--- config.mk ---
export PLATFORM = sky130hd
export DESIGN_NAME = crop_frame_scheduler
export DESIGN_NICKNAME = d
export VERILOG_FILES = /design/src/rtl/crop_frame_scheduler.sv
export SDC_FILE = /design/constraint.sdc
export NUM_CORES = 1
export LEC_CHECK = 0
export CAP_MARGIN = 20
export CORE_ASPECT_RATIO = 0.7
export CORE_UTILIZATION = 51
export CTS_BUF_LIST = sky130_fd_sc_hd__clkbuf_4
export DETAILED_ROUTE_END_ITERATION = 8
export PLACE_DENSITY = 0.89
export SYNTH_ARGS = -nofsm -noshare
export SYNTH_HDL_FRONTEND = slang
export SYNTH_SLANG_ARGS = --single-unit
--- constraint.sdc ---
create_clock -name clk -period 7.49 [get_ports clk]
set_clock_uncertainty 0.1 [all_clocks]
set_input_delay 0.749 -clock clk [delete_from_list [all_inputs] [get_ports clk]]
set_output_delay 0.749 -clock clk [all_outputs]
set_load 0.01 [all_outputs]
--- src/rtl/crop_frame_scheduler.sv ---
// Frame-level controller ahead of crop_plus_fifo/myproject: admits exactly one frame of pixels per
// request, sequences ap_start/ap_done, bundles the five CNN result words and watches for stalls.
module crop_frame_scheduler #(
  parameter int PIXEL_BIT_WIDTH = 12,
  parameter int IN_ROWS         = 40,
  parameter int IN_COLS         = 40,
  parameter int TIMEOUT_CYCLES  = 65535
) (
  input  logic                         clk,
  input  logic                         reset,
  input  logic                         frame_req_valid,
  output logic                         frame_req_ready,
  input  logic                         src_TVALID,
  output logic                         src_TREADY,
  output logic                         dut_TVALID,
  input  logic                         dut_TREADY,
  output logic                         ap_start,
  input  logic                         ap_done,
  input  logic [5*PIXEL_BIT_WIDTH-1:0] res_TDATA,
  input  logic [4:0]                   res_TVALID,
  output logic [4:0]                   res_TREADY,
  output logic [5*PIXEL_BIT_WIDTH-1:0] result_data,
  output logic                         result_valid,
  input  logic                         result_ready,
  output logic [15:0]                  frame_count,
  output logic                         timeout_err,
  input  logic                         err_clear
);

  localparam int NUM_CH    = 5;
  localparam int FRAME_PIX = IN_ROWS * IN_COLS;
  localparam int PIX_W     = $clog2(FRAME_PIX + 1);
  localparam int WD_W      = $clog2(TIMEOUT_CYCLES + 1);

  localparam logic [PIX_W-1:0] LAST_PIX = PIX_W'(FRAME_PIX - 1);
  localparam logic [WD_W-1:0]  WD_LAST  = WD_W'(TIMEOUT_CYCLES - 1);

  localparam logic [1:0] ST_IDLE   = 2'd0;
  localparam logic [1:0] ST_STREAM = 2'd1;
  localparam logic [1:0] ST_DRAIN  = 2'd2;
  localparam logic [1:0] ST_REPORT = 2'd3;

  logic [1:0]                   state_r;
  logic [1:0]                   state_nxt_s;
  logic [PIX_W-1:0]             pix_cnt_r;
  logic [NUM_CH-1:0]            captured_r;
  logic                         done_seen_r;
  logic [WD_W-1:0]              wd_cnt_r;
  logic [5*PIXEL_BIT_WIDTH-1:0] result_data_r;
  logic [15:0]                  frame_count_r;
  logic                         timeout_err_r;

  logic              in_stream_s;
  logic              in_active_s;
  logic              req_hs_s;
  logic              dut_hs_s;
  logic              last_pix_s;
  logic [NUM_CH-1:0] res_hs_s;
  logic              activity_s;
  logic              drain_done_s;
  logic              wd_fire_s;
  logic              report_hs_s;

  assign in_stream_s = (state_r == ST_STREAM);
  assign in_active_s = in_stream_s || (state_r == ST_DRAIN);

  // Gating and ready outputs are decoded from the registered state so the pixel path never
  // sees more than one frame, even when the source keeps valid asserted.
  assign frame_req_ready = (state_r == ST_IDLE);
  assign dut_TVALID      = in_stream_s && src_TVALID;
  assign src_TREADY      = in_stream_s && dut_TREADY;
  assign res_TREADY      = in_active_s ? ~captured_r : 5'b00000;
  assign ap_start        = in_active_s && !done_seen_r;
  assign result_valid    = (state_r == ST_REPORT);
  assign result_data     = result_data_r;
  assign frame_count     = frame_count_r;
  assign timeout_err     = timeout_err_r;

  assign req_hs_s    = frame_req_ready && frame_req_valid;
  assign dut_hs_s    = dut_TVALID && dut_TREADY;
  assign last_pix_s  = dut_hs_s && (pix_cnt_r == LAST_PIX);
  assign res_hs_s    = res_TVALID & res_TREADY;
  assign activity_s  = dut_hs_s || (|res_hs_s) || ap_done;
  assign report_hs_s = result_valid && result_ready;

  // Same-cycle captures and ap_done count toward leaving DRAIN.
  assign drain_done_s = (state_r == ST_DRAIN) && ((captured_r | res_hs_s) == 5'b11111)
                        && (done_seen_r || ap_done);
  assign wd_fire_s    = in_active_s && !activity_s && !drain_done_s && (wd_cnt_r == WD_LAST);

  // Next-state selection for the frame sequence.
  always_comb begin
    state_nxt_s = state_r;
    case (state_r)
      ST_IDLE: begin
        if (req_hs_s) begin
          state_nxt_s = ST_STREAM;
        end else begin
          state_nxt_s = ST_IDLE;
        end
      end
      ST_STREAM: begin
        if (wd_fire_s) begin
          state_nxt_s = ST_IDLE;
        end else if (last_pix_s) begin
          state_nxt_s = ST_DRAIN;
        end else begin
          state_nxt_s = ST_STREAM;
        end
      end
      ST_DRAIN: begin
        if (drain_done_s) begin
          state_nxt_s = ST_REPORT;
        end else if (wd_fire_s) begin
          state_nxt_s = ST_IDLE;
        end else begin
          state_nxt_s = ST_DRAIN;
        end
      end
      ST_REPORT: begin
        if (result_ready) begin
          state_nxt_s = ST_IDLE;
        end else begin
          state_nxt_s = ST_REPORT;
        end
      end
      default: state_nxt_s = ST_IDLE;
    endcase
  end

  // State register plus per-frame pixel count, capture mask and done tracking.
  always_ff @(posedge clk or posedge reset) begin
    if (reset) begin
      state_r     <= ST_IDLE;
      pix_cnt_r   <= '0;
      captured_r  <= '0;
      done_seen_r <= 1'b0;
    end else begin
      state_r <= state_nxt_s;
      if (req_hs_s) begin
        pix_cnt_r   <= '0;
        captured_r  <= '0;
        done_seen_r <= 1'b0;
      end else begin
        if (dut_hs_s) begin
          pix_cnt_r <= pix_cnt_r + PIX_W'(1);
        end
        if (in_active_s) begin
          captured_r <= captured_r | res_hs_s;
          if (ap_done) begin
            done_seen_r <= 1'b1;
          end
        end
      end
    end
  end

  // Watchdog: counts consecutive cycles without any pipeline progress while a frame is open.
  always_ff @(posedge clk or posedge reset) begin
    if (reset) begin
      wd_cnt_r <= '0;
    end else if (!in_active_s || wd_fire_s || activity_s) begin
      wd_cnt_r <= '0;
    end else begin
      wd_cnt_r <= wd_cnt_r + WD_W'(1);
    end
  end

  // Result capture: each channel keeps its first word until the next frame overwrites it.
  always_ff @(posedge clk or posedge reset) begin
    if (reset) begin
      result_data_r <= '0;
    end else begin
      for (int i = 0; i < NUM_CH; i++) begin
        if (res_hs_s[i]) begin
          result_data_r[i*PIXEL_BIT_WIDTH +: PIXEL_BIT_WIDTH] <=
            res_TDATA[i*PIXEL_BIT_WIDTH +: PIXEL_BIT_WIDTH];
        end
      end
    end
  end

  // Completed-frame counter and sticky timeout flag; a new timeout beats err_clear.
  always_ff @(posedge clk or posedge reset) begin
    if (reset) begin
      frame_count_r <= 16'd0;
      timeout_err_r <= 1'b0;
    end else begin
      if (report_hs_s) begin
        frame_count_r <= frame_count_r + 16'd1;
      end
      if (wd_fire_s) begin
        timeout_err_r <= 1'b1;
      end else if (err_clear) begin
        timeout_err_r <= 1'b0;
      end
    end
  end

endmodule

==> impl_metrics.csv <==
group,metric,value,unit
global_routing,grt_antenna_before_repair,0,
global_routing,grt_pass1_vias,3739,
logic_synthesis,yosysUniqueCellTypes,38,
setup_path,critPathRequiredTime,6.64,ns
sta,slew_viol_final,0,
clocking,cts.htree.levels,3,
pwr,powerDensity,318,nW/um^2
routing,ant_nets,0,
logic_synthesis,ys_seq_area_share,58.6,%
worst_hold_path,hold_path.class,"flop to flop",
placed_design,port_buffers,159,
logic_synthesis,synthCells,389,
clocking,clkTransAtPathRegs,0.16,ns
placed_design,hpwl,8.60,mm
logic_synthesis,synth_edf_count,0,
logic_synthesis,synthMuxAreaShare,14.8,%
die,io_pins,160,
job,cap_violations,0,
placed_design,gp_congestion,0.825,
routing,wl,11.4,mm
final_layout,regArea,2800,sq um
logic_synthesis,async_flop_share,100,%
logic_synthesis,netlist_area,4780,sq um
final_layout,drive_gt1_share,7.04,%
sta,fin_hold_ws,0.391,ns
routing,drc,0,
final_layout,syn2layout_area_growth,39.3,%
logic_synthesis,synthAdderAreaFrac,2.09,%
clocking,cts_root_buf,"clkbuf_4",
placed_design,placedCellCount,662,
final_layout,fin_nets,630,
routing,dr.pass1.iters,4,
sta,hold_viol,0,
final_layout,fillCellCount,629,
logic_synthesis,avgSynthCellArea,12.3,sq um
pwr,peakVddDrop,215,uV
setup_path,start_kind,"flop",
clocking,cts_buffers,9,
logic_synthesis,synth_top_family_by_area,"multiplexers",
clocking,clock_path_buffers,2,
sta,rsz0062_at_grt,"false",
sta,fmaxAchievable,310,MHz
pwr,p_clk_share,15.6,%
logic_synthesis,synth-compound-area-share,3.32,%
sta,setup_tns,0,ns
setup_path,crit_arrival,2.38,ns
pwr,power_switching_share,31.4,%
pwr,p_int,1.45,mW
die,die_area,9770,sq um
clocking,cts_setup_buffers,0,
pwr,power_frac_seq,42.7,%
final_layout,layout_commonest_cell,"clkdlybuf4s50_1",
routing,vias,3589,
pwr,pwr-share-comb,41.8,%
placed_design,placed_area,6490,sq um
setup_path,crit_path_max_fanout,14,
final_layout,fin_area,6660,sq um
clocking,cts-hold-fix-buffers,0,
logic_synthesis,syn_nets,470,
die,start_util,52.7,%
logic_synthesis,synth-xor-area-share,6.05,%
sta,period_share,43.1,%
final_layout,antennaDiodeCount,0,
sta,period_needed,3.23,ns
global_routing,grt_max_degree,66,
die,die_x,118,microns
clocking,cts_resized,0,
final_layout,multi_input_area,1910,sq um
routing,first_iter_violations,158,
outcome,outcome,"finished, final reports clean",
logic_synthesis,synth_seq_cells,112,
pwr,netSwitchingPower,666,uW
setup_path,critPathKind,"flop to output pin",
final_layout,fin_cells,678,
logic_synthesis,synth_simple_gate_area_share,13.6,%
global_routing,grt_usage,25.0,%
logic_synthesis,yosys_warnings,0,
sta,worst_slew_pin_slew,0.811,ns
die,fp.dieH,83.0,microns
clocking,cts_num_sinks,112,
die,core_area,9070,sq um
clocking,cts_tree,"done",
routing,vias_per_cell,5.29,
global_routing,grt_pass1_wl,19.0,mm
logic_synthesis,synthFlopType,"dfrtp_1",
routing,wire_per_inst,16.8,microns
sta,max_slew_margin,45.8,%
pwr,power.leakage,2.79,nW
final_layout,postLayoutCoreUtil,73.4,%
final_layout,layout_common_cells,"159 x clkdlybuf4s50_1, 112 x dfrtp_1, 42 x mux2_1",
clocking,clk_latency,0.46,ns
setup_path,end_kind,"output pin",
die,placementRows,29,
sta,setup_viol,0,
global_routing,grt_overflow,0,
-- power groups by stage --
stage	registers [mW]	logic [mW]	clock network, mW
floorplan	0.981	0.312	0
global placement	0.903	0.869	0
detailed placement	0.919	0.893	0
CTS	0.905	0.898	0.340
global route	0.929	0.950	0.362
finish	0.904	0.885	0.330
-- cell usage after synthesis, types with 2 or more instances --
cell	count	area, sq um
and3_1	7	43.8
ha_1	8	100
o21ai_0	2	10.0
nor3_1	7	35.0
and4_1	3	26.3
xor2_1	14	123
nor2b_1	8	50.1
and2_1	3	18.8
nand3b_1	2	15.0
nand3_1	19	95.1
or3_1	4	25.0
buf_1	4	15.0
inv_1	8	30.0
nand2_1	22	82.6
mux2_1	42	473
mux2i_1	2	20.0
mux2_2	19	214
dfrtp_1	112	2800
nor2_1	38	143
o21ai_1	2	10.0
a21oi_1	10	50.1
nand4_1	9	56.3
a31oi_1	3	18.8
xnor2_1	19	166
clkbuf_1	6	22.5
nand2b_1	4	25.0
-- worst max-delay path: stages, from the launching register on --
cell             delay, ns
dfrtp_1               0.43
inv_1                 0.08
ha_1                  0.50
nor2b_1               0.29
clkdlybuf4s50_1       0.62
-- worst paths after layout --
path                            depth (start not counted)             from  slack [ns]               to
worst max-delay path                                    4       state_r[0]        4.26    res_TREADY[4]
worst min-delay path                                    1  frame_count[15]        0.39  frame_count[15]
worst max register to register                          7       state_r[0]        4.48      wd_cnt_r[2]
worst min register to register                          1  frame_count[15]        0.39  frame_count[15]
max in group asynchronous                               3            reset        5.49   frame_count[5]
min in group asynchronous                               2            reset        0.58  result_data[43]
-- state kept, by name, indices dropped and copies added (netlist names) --
| name | cells |
|---|---|
| frame_count | 16 |
| result_data | 60 |
| wd_cnt_r | 16 |
| timeout_err | 1 |
| pix_cnt_r | 11 |
| captured_r | 5 |
| done_seen_r | 1 |
| state_r | 2 |
-- kinds of logic after synthesis --
group,count (synthesis)
AND/OR/NAND/NOR,130
flip-flops,112
multiplexers,63
XOR/XNOR,33
AO/OA/AOI/OAI,24
buffers and inverters,19
adder cells (fa/ha/maj),8
-- metrics by stage --
step	setup slack [ns]	power, mW
after CTS	4.24	2.14
final	4.26	2.12
after global routing	4.10	2.24
after detailed placement	4.28	1.81
after floorplan	3.68	1.29
after global placement	4.38	1.77
-- cell type report --
type,instances,area share (%)
Clock inverter,7,1.43
Clock buffer,9,1.01
Sequential cell,112,42.1
Inverter,8,0.489
Tap cell,124,2.33
Multi-Input combinational cell,258,28.6
Timing Repair Buffer,160,24.0
-- metal layers --
metal | vias to the layer above | track usage, % | wire length [microns]
met3 | 14 | 10.4 | 1200
met1 | 1747 | 31.2 | 4660
li1 | 1660 | - | -
met4 | 0 | 6.41 | 146
met2 | 168 | 40.3 | 5360
met5 | - | 0 | 0
Power figures use the tool's default switching activity.
